--- config.mk ---
export PLATFORM = sky130hd
export DESIGN_NAME = mem_responder
export DESIGN_NICKNAME = d
export VERILOG_FILES = /design/src/rtl/mem_pkg.sv /design/src/rtl/mem_wait_counter.sv /design/src/rtl/mem_responder.sv
export SDC_FILE = /design/constraint.sdc
export NUM_CORES = 1
export LEC_CHECK = 0
export BUFFER_PORTS_ARGS = -buffer_cell sky130_fd_sc_hd__buf_2
export CAP_MARGIN = 0
export CORE_MARGIN = 1
export CORE_UTILIZATION = 46
export CTS_CLUSTER_SIZE = 20
export DETAILED_ROUTE_END_ITERATION = 8
export PLACE_DENSITY = 0.78
export SETUP_SLACK_MARGIN = 0.3
export SYNTH_ARGS = -nofsm -noshare
export SYNTH_HDL_FRONTEND = slang
export SYNTH_SLANG_ARGS = --single-unit
export TNS_END_PERCENT = 50
--- constraint.sdc ---
create_clock -name clk -period 2 [get_ports clk]
set_clock_uncertainty 0.05 [all_clocks]
set_input_delay 0.4 -clock clk [delete_from_list [all_inputs] [get_ports clk]]
set_output_delay 0.4 -clock clk [all_outputs]
set_load 0.03 [all_outputs]
--- src/rtl/mem_pkg.sv ---
// -----------------------------------------------------------------------------
// mem_pkg
// Shared definitions for the memory-side responder and related timing blocks:
// FSM state encoding, default address width, data width, the value returned
// for out-of-range reads and the wait-counter width.
// -----------------------------------------------------------------------------
package mem_pkg;

  localparam int unsigned DEF_ADDR_W = 18;
  localparam int unsigned MEMDAT_W   = 16;
  localparam int unsigned WAIT_CNT_W = 4;

  localparam logic [MEMDAT_W-1:0] OOR_READ_DATA = 16'hFFFF;

  typedef enum logic [2:0] {
    ST_IDLE   = 3'd0,
    ST_SETUP  = 3'd1,
    ST_ACCESS = 3'd2,
    ST_HOLD   = 3'd3,
    ST_DONE   = 3'd4
  } mem_state_e;

  // True when any address bit at or above addr_w is set.
  function automatic logic addr_out_of_range(input logic [31:0] addr,
                                             input int unsigned addr_w);
    return ((addr >> addr_w) != 32'd0);
  endfunction

endpackage

--- src/rtl/mem_wait_counter.sv ---
// -----------------------------------------------------------------------------
// mem_wait_counter
// Loadable down-counter used to time SRAM access phases.
// Ports:
//   clk        - system clock (rising edge)
//   rst        - synchronous active-low reset
//   i_load     - load i_load_val (takes priority over i_dec)
//   i_load_val - value to load
//   i_dec      - decrement by one; holds at zero
//   o_done     - count is zero
// -----------------------------------------------------------------------------
module mem_wait_counter
  import mem_pkg::*;
(
  input  logic                  clk,
  input  logic                  rst,
  input  logic                  i_load,
  input  logic [WAIT_CNT_W-1:0] i_load_val,
  input  logic                  i_dec,
  output logic                  o_done
);

  logic [WAIT_CNT_W-1:0] r_count;

  // Count register: load, then decrement towards zero.
  always_ff @(posedge clk) begin
    if (!rst) begin
      r_count <= 4'd0;
    end else if (i_load) begin
      r_count <= i_load_val;
    end else if (i_dec && (r_count != 4'd0)) begin
      r_count <= r_count - 4'd1;
    end else begin
      r_count <= r_count;
    end
  end

  assign o_done = (r_count == 4'd0);

endmodule

--- src/rtl/mem_responder.sv ---
// -----------------------------------------------------------------------------
// mem_responder
// Executes one arbitrated request at a time against an asynchronous 16-bit
// SRAM with programmable wait states, acknowledging each with a one-cycle
// MEMACK pulse. Out-of-range addresses complete immediately with MEMERR and
// never touch the SRAM.
// Ports:
//   clk, rst                      - clock, synchronous active-low reset
//   MEMREQ/MEMADDR/MEMWRI/MEMDATIN - request (held until MEMACK)
//   MEMACK/MEMERR/memdat          - completion pulse, error flag, read data
//   sram_addr/sram_dq_o/sram_dq_i - SRAM address and data buses
//   sram_dq_oe                    - data bus drive enable
//   sram_ce_n/sram_oe_n/sram_we_n - active-low SRAM strobes
// -----------------------------------------------------------------------------
module mem_responder
  import mem_pkg::*;
#(
  parameter int unsigned ADDR_W      = DEF_ADDR_W,
  parameter int unsigned WAIT_CYCLES = 2
) (
  input  logic                clk,
  input  logic                rst,
  input  logic                MEMREQ,
  input  logic [31:0]         MEMADDR,
  input  logic                MEMWRI,
  input  logic [MEMDAT_W-1:0] MEMDATIN,
  output logic                MEMACK,
  output logic                MEMERR,
  output logic [MEMDAT_W-1:0] memdat,
  output logic [ADDR_W-1:0]   sram_addr,
  output logic [MEMDAT_W-1:0] sram_dq_o,
  input  logic [MEMDAT_W-1:0] sram_dq_i,
  output logic                sram_dq_oe,
  output logic                sram_ce_n,
  output logic                sram_oe_n,
  output logic                sram_we_n
);

  localparam logic [WAIT_CNT_W-1:0] WAIT_LOAD = WAIT_CNT_W'(WAIT_CYCLES);

  mem_state_e r_state;
  mem_state_e w_next_state;

  logic                r_wri;
  logic                r_ack;
  logic                r_err;
  logic [MEMDAT_W-1:0] r_memdat;
  logic [ADDR_W-1:0]   r_sram_addr;
  logic [MEMDAT_W-1:0] r_sram_dq_o;
  logic                r_dq_oe;
  logic                r_ce_n;
  logic                r_oe_n;
  logic                r_we_n;

  logic w_addr_oor;
  logic w_accept;
  logic w_wri;
  logic w_cnt_load;
  logic w_cnt_dec;
  logic w_cnt_done;
  logic w_capture;
  logic w_ack;
  logic w_err;
  logic w_dq_oe;
  logic w_ce_n;
  logic w_oe_n;
  logic w_we_n;

  assign w_addr_oor = addr_out_of_range(MEMADDR, ADDR_W);

  mem_wait_counter u_wait (
    .clk        (clk),
    .rst        (rst),
    .i_load     (w_cnt_load),
    .i_load_val (WAIT_LOAD),
    .i_dec      (w_cnt_dec),
    .o_done     (w_cnt_done)
  );

  // Next-state logic plus the strobe values the next state will present.
  always_comb begin
    w_next_state = r_state;
    w_accept     = 1'b0;
    w_wri        = r_wri;
    w_cnt_load   = 1'b0;
    w_cnt_dec    = 1'b0;
    w_capture    = 1'b0;
    w_err        = 1'b0;
    w_ack        = 1'b0;
    w_dq_oe      = 1'b0;
    w_ce_n       = 1'b1;
    w_oe_n       = 1'b1;
    w_we_n       = 1'b1;

    case (r_state)
      ST_IDLE: begin
        // Direction comes straight from the request while it is being latched.
        w_wri = MEMWRI;
        if (MEMREQ) begin
          w_accept = 1'b1;
          if (w_addr_oor) begin
            w_err        = 1'b1;
            w_next_state = ST_DONE;
          end else begin
            w_next_state = ST_SETUP;
          end
        end else begin
          w_next_state = ST_IDLE;
        end
      end
      ST_SETUP: begin
        // Counter holds WAIT_CYCLES during the first ACCESS cycle.
        w_cnt_load   = 1'b1;
        w_next_state = ST_ACCESS;
      end
      ST_ACCESS: begin
        if (w_cnt_done) begin
          if (r_wri) begin
            w_next_state = ST_HOLD;
          end else begin
            w_capture    = 1'b1;
            w_next_state = ST_DONE;
          end
        end else begin
          w_cnt_dec    = 1'b1;
          w_next_state = ST_ACCESS;
        end
      end
      ST_HOLD: begin
        w_next_state = ST_DONE;
      end
      ST_DONE: begin
        w_next_state = ST_IDLE;
      end
      default: begin
        w_next_state = ST_IDLE;
      end
    endcase

    // Outputs are registered, so they are decoded from the state being entered.
    case (w_next_state)
      ST_SETUP: begin
        w_ce_n  = 1'b0;
        w_dq_oe = w_wri;
      end
      ST_ACCESS: begin
        // oe_n only drops for reads, so dq_oe and oe_n=0 never coincide.
        w_ce_n  = 1'b0;
        w_dq_oe = w_wri;
        w_oe_n  = w_wri;
        w_we_n  = ~w_wri;
      end
      ST_HOLD: begin
        w_ce_n  = 1'b0;
        w_dq_oe = 1'b1;
      end
      ST_DONE: begin
        w_ack = 1'b1;
      end
      default: begin
        w_ack = 1'b0;
      end
    endcase
  end

  // State register, request latches and registered outputs.
  always_ff @(posedge clk) begin
    if (!rst) begin
      r_state     <= ST_IDLE;
      r_wri       <= 1'b0;
      r_ack       <= 1'b0;
      r_err       <= 1'b0;
      r_memdat    <= 16'h0000;
      r_sram_addr <= '0;
      r_sram_dq_o <= 16'h0000;
      r_dq_oe     <= 1'b0;
      r_ce_n      <= 1'b1;
      r_oe_n      <= 1'b1;
      r_we_n      <= 1'b1;
    end else begin
      r_state <= w_next_state;
      r_ack   <= w_ack;
      r_err   <= w_err;
      r_dq_oe <= w_dq_oe;
      r_ce_n  <= w_ce_n;
      r_oe_n  <= w_oe_n;
      r_we_n  <= w_we_n;

      if (w_accept) begin
        r_wri <= MEMWRI;
      end

      // Out-of-range requests leave the SRAM-facing buses untouched.
      if (w_accept && !w_addr_oor) begin
        r_sram_addr <= MEMADDR[ADDR_W-1:0];
        if (MEMWRI) begin
          r_sram_dq_o <= MEMDATIN;
        end
      end

      if (w_accept && w_addr_oor && !MEMWRI) begin
        r_memdat <= OOR_READ_DATA;
      end else if (w_capture) begin
        r_memdat <= sram_dq_i;
      end
    end
  end

  assign MEMACK     = r_ack;
  assign MEMERR     = r_err;
  assign memdat     = r_memdat;
  assign sram_addr  = r_sram_addr;
  assign sram_dq_o  = r_sram_dq_o;
  assign sram_dq_oe = r_dq_oe;
  assign sram_ce_n  = r_ce_n;
  assign sram_oe_n  = r_oe_n;
  assign sram_we_n  = r_we_n;

endmodule

==> results.cfg <==
[run_status]
status = finished clean

[synth]
syn-mean-instance-area_sq_um = 9.48
synth_top_area_cell = dfxtp_1
synth.top_cell.area_share_pct = 49.7
yosys_warnings = 0
synth.most_common_cell = nand2_1
ys_seq_elements = 64
seq_area_frac_synth_pct = 49.7
synth_edf_count = 0
synth_fp_nets = 342
synth.distinct_cells = 34
netlist_top_cells_area = dfxtp_1 50%, mux2i_1 19%, nand2_1 10%
synth_common_cells = 71 x nand2_1, 64 x dfxtp_1, 50 x mux2i_1
synthCells = 272
synthesis.area_sq_um = 2580
synth_ff_type = dfxtp_1
ys_async_sr_fraction_pct = 0

[final_layout]
final_layout_size_suffix_gt1_share_pct = 39.2
final_cells = 471
antennaDiodeCount = 0
multiInputGateArea_sq_um = 1220
seqCellArea_sq_um = 1280
nFillCells = 423
area_delta_synth_final_pct = 37.4
final_core_util_pct = 67.6
layout.nets = 467

[placement]
numPortBuffers = 123
finalWeightedCongestion = 0.808
placed_cells = 456
place_hpwl_um = 4020

[sta]
fin_crit_ns = 1.63
slew_viol_final = 0
timing.fmax_mhz = 612
period_share_pct = 81.7
worst_pin_slew_ns = 0.507
fin_tns_setup_ns = 0
rsz0062_at_grt = yes
relSlewSlack_pct = 65.8
setup_viol = 0
hold_viol_final = 0

[floorplan]
die_width_um = 76.9
io_pins = 124
rows = 26
die_y_um = 76.9
dieArea_sq_um = 5910
core_area_sq_um = 5240
start_util_pct = 49.2

[flow_run]
max_cap_viol_count = 0

[min_path]
hold_start = MEMADDR[11]
min_path_type = in -> reg
min_path_cells = 3
min_to = sram_addr[11]

[clock_tree]
cts.sinks = 64
clkSlewWorstSetupHoldPaths_ns = 0.07
numCtsBuffers = 9
clk_latency_ns = 0.32
postCtsHoldBufs = 0
root_buffer = clkbuf_8
clock_path_buffers = 2
htreeDepth = 3
cts_tree = done

[setup_path]
r2r_setup_slack_ns = 0.37
r2r-start = u_wait.r_count[0]
critPathLaunchType = flip-flop
crit_fanout = 6
required_ns = 2.15
r2r_end = u_wait.r_count[2]
rr_worst_depth = 7
endpoint_kind = flip-flop
worstPathArrival_ns = 1.79
critical_path_class = reg -> reg

[detailed_routing]
final_antenna_net_count = 0
vias_per_cell = 4.87
totalWireLength_um = 5630
wl_per_cell_um = 11.9
drt-initial-drc-count = 121
vias = 2294
dr.pass1.iters = 4
drc = 0

[global_route]
grt_pass1_vias = 2258
grt_max_degree = 56
grt_overflow = 0
grt_pass1_wl_um = 9470
antenna_found_initial = 0
track_usage_pct = 19.9

[power]
ir_drop_mv = 0.457
power_leakage_nw = 1.73
power_density_nw_per_um2 = 783
worst max-delay path by stage:
stage / from / endpoint / slack [ns] / depth (start not counted)
2_1_floorplan: u_wait.r_count[0] / memdat[15] / 0.32 / 7
3_3_place_gp: MEMADDR[19] / sram_addr[9] / 0.16 / 6
3_5_place_dp: MEMADDR[19] / sram_dq_o[13] / 0.12 / 7
4_1_cts: u_wait.r_count[0] / sram_dq_oe / 0.32 / 6
5_1_grt: u_wait.r_count[0] / sram_we_n / 0.27 / 7
6_report: u_wait.r_count[0] / u_wait.r_count[2] / 0.37 / 7
layout by cell type (no fill, tap or decap), types with 2 or more instances in the layout:
cell type	instances
buf_2	123
nand2_1	71
dfxtp_1	64
mux2i_1	50
a21oi_1	20
clkbuf_8	11
nor2_1	6
nand3_1	4
buf_4	4
inv_1	3
nor4_1	3
nand4_1	3
nor2b_1	3
buf_12	3
nand2_2	2
or3b_1	2
o21ai_0	2
xor2_1	2
ha_1	2
bufinv_16	2
power by group:
group          internal, mW  switching (mW)  total, mW
combinational         0.101           0.137      0.238
sequential             1.30          0.0163       1.32
clock                 0.762           0.458       1.22
total                  2.16           0.611       2.78
cell families after synthesis:
kind of cell	synth area share (%)
adders and majority gates	0.971
muxes	19.9
xor gates and xnor gates	1.02
DFF	49.7
buffers and inverters	4.13
AOI/OAI and AO/OA	6.26
and+or+nand+nor	18.1
routing by layer:
metal | global-route usage, % | share of wire (%) | up-vias
li1 | - | - | 1163
met1 | 21.5 | 44 | 1031
met2 | 34.7 | 48 | 89
met3 | 5.83 | 6.8 | 11
met4 | 10.6 | 1.8 | 0
met5 | 0 | 0 | -
what timing repair did:
item / in CTS / in global routing
resized for setup: 1 / 6
endpoints found under the hold margin: 0 / 0
endpoints found under the setup margin: 13 / 22
cloned: 0 / 0
setup buffers: 0 / 0
through the flow:
stage	power (mW)	instance area [sq um]	setup WS (ns)	hold WS (ns)
finish	2.78	3540	0.366	0.256
global route	2.89	3540	0.266	0.253
CTS	2.80	3520	0.322	0.245
detailed placement	1.58	3290	0.120	0.400
global placement	1.58	3290	0.155	0.388
floorplan	1.48	2580	0.323	0.413
area by class of cell:
cell class,count,area share [%]
flip-flops and latches,64,36.2
multi-input cells,187,34.5
repair buffers,131,20.2
clock buffers,12,4.38
well taps,70,2.47
clock inverters,3,1.84
inverters,4,0.424
worst max-delay path, cell delays in order, from the launching register on:
cell and delay (ns):
dfxtp_1 0.32, inv_2 0.07, ha_1 0.17, or3b_1 0.40
buf_4 0.18, nand3_1 0.12, xor2_1 0.16, nor2_1 0.05
state kept, by name, indices dropped and copies added, names as in the netlist:
signal          count
sram_addr          18
memdat             16
sram_dq_o          16
u_wait.r_count      4
r_state             3
MEMACK              1
MEMERR              1
r_wri               1
sram_ce_n           1
sram_dq_oe          1
sram_oe_n           1
sram_we_n           1
(Power assumes the default switching activity.)
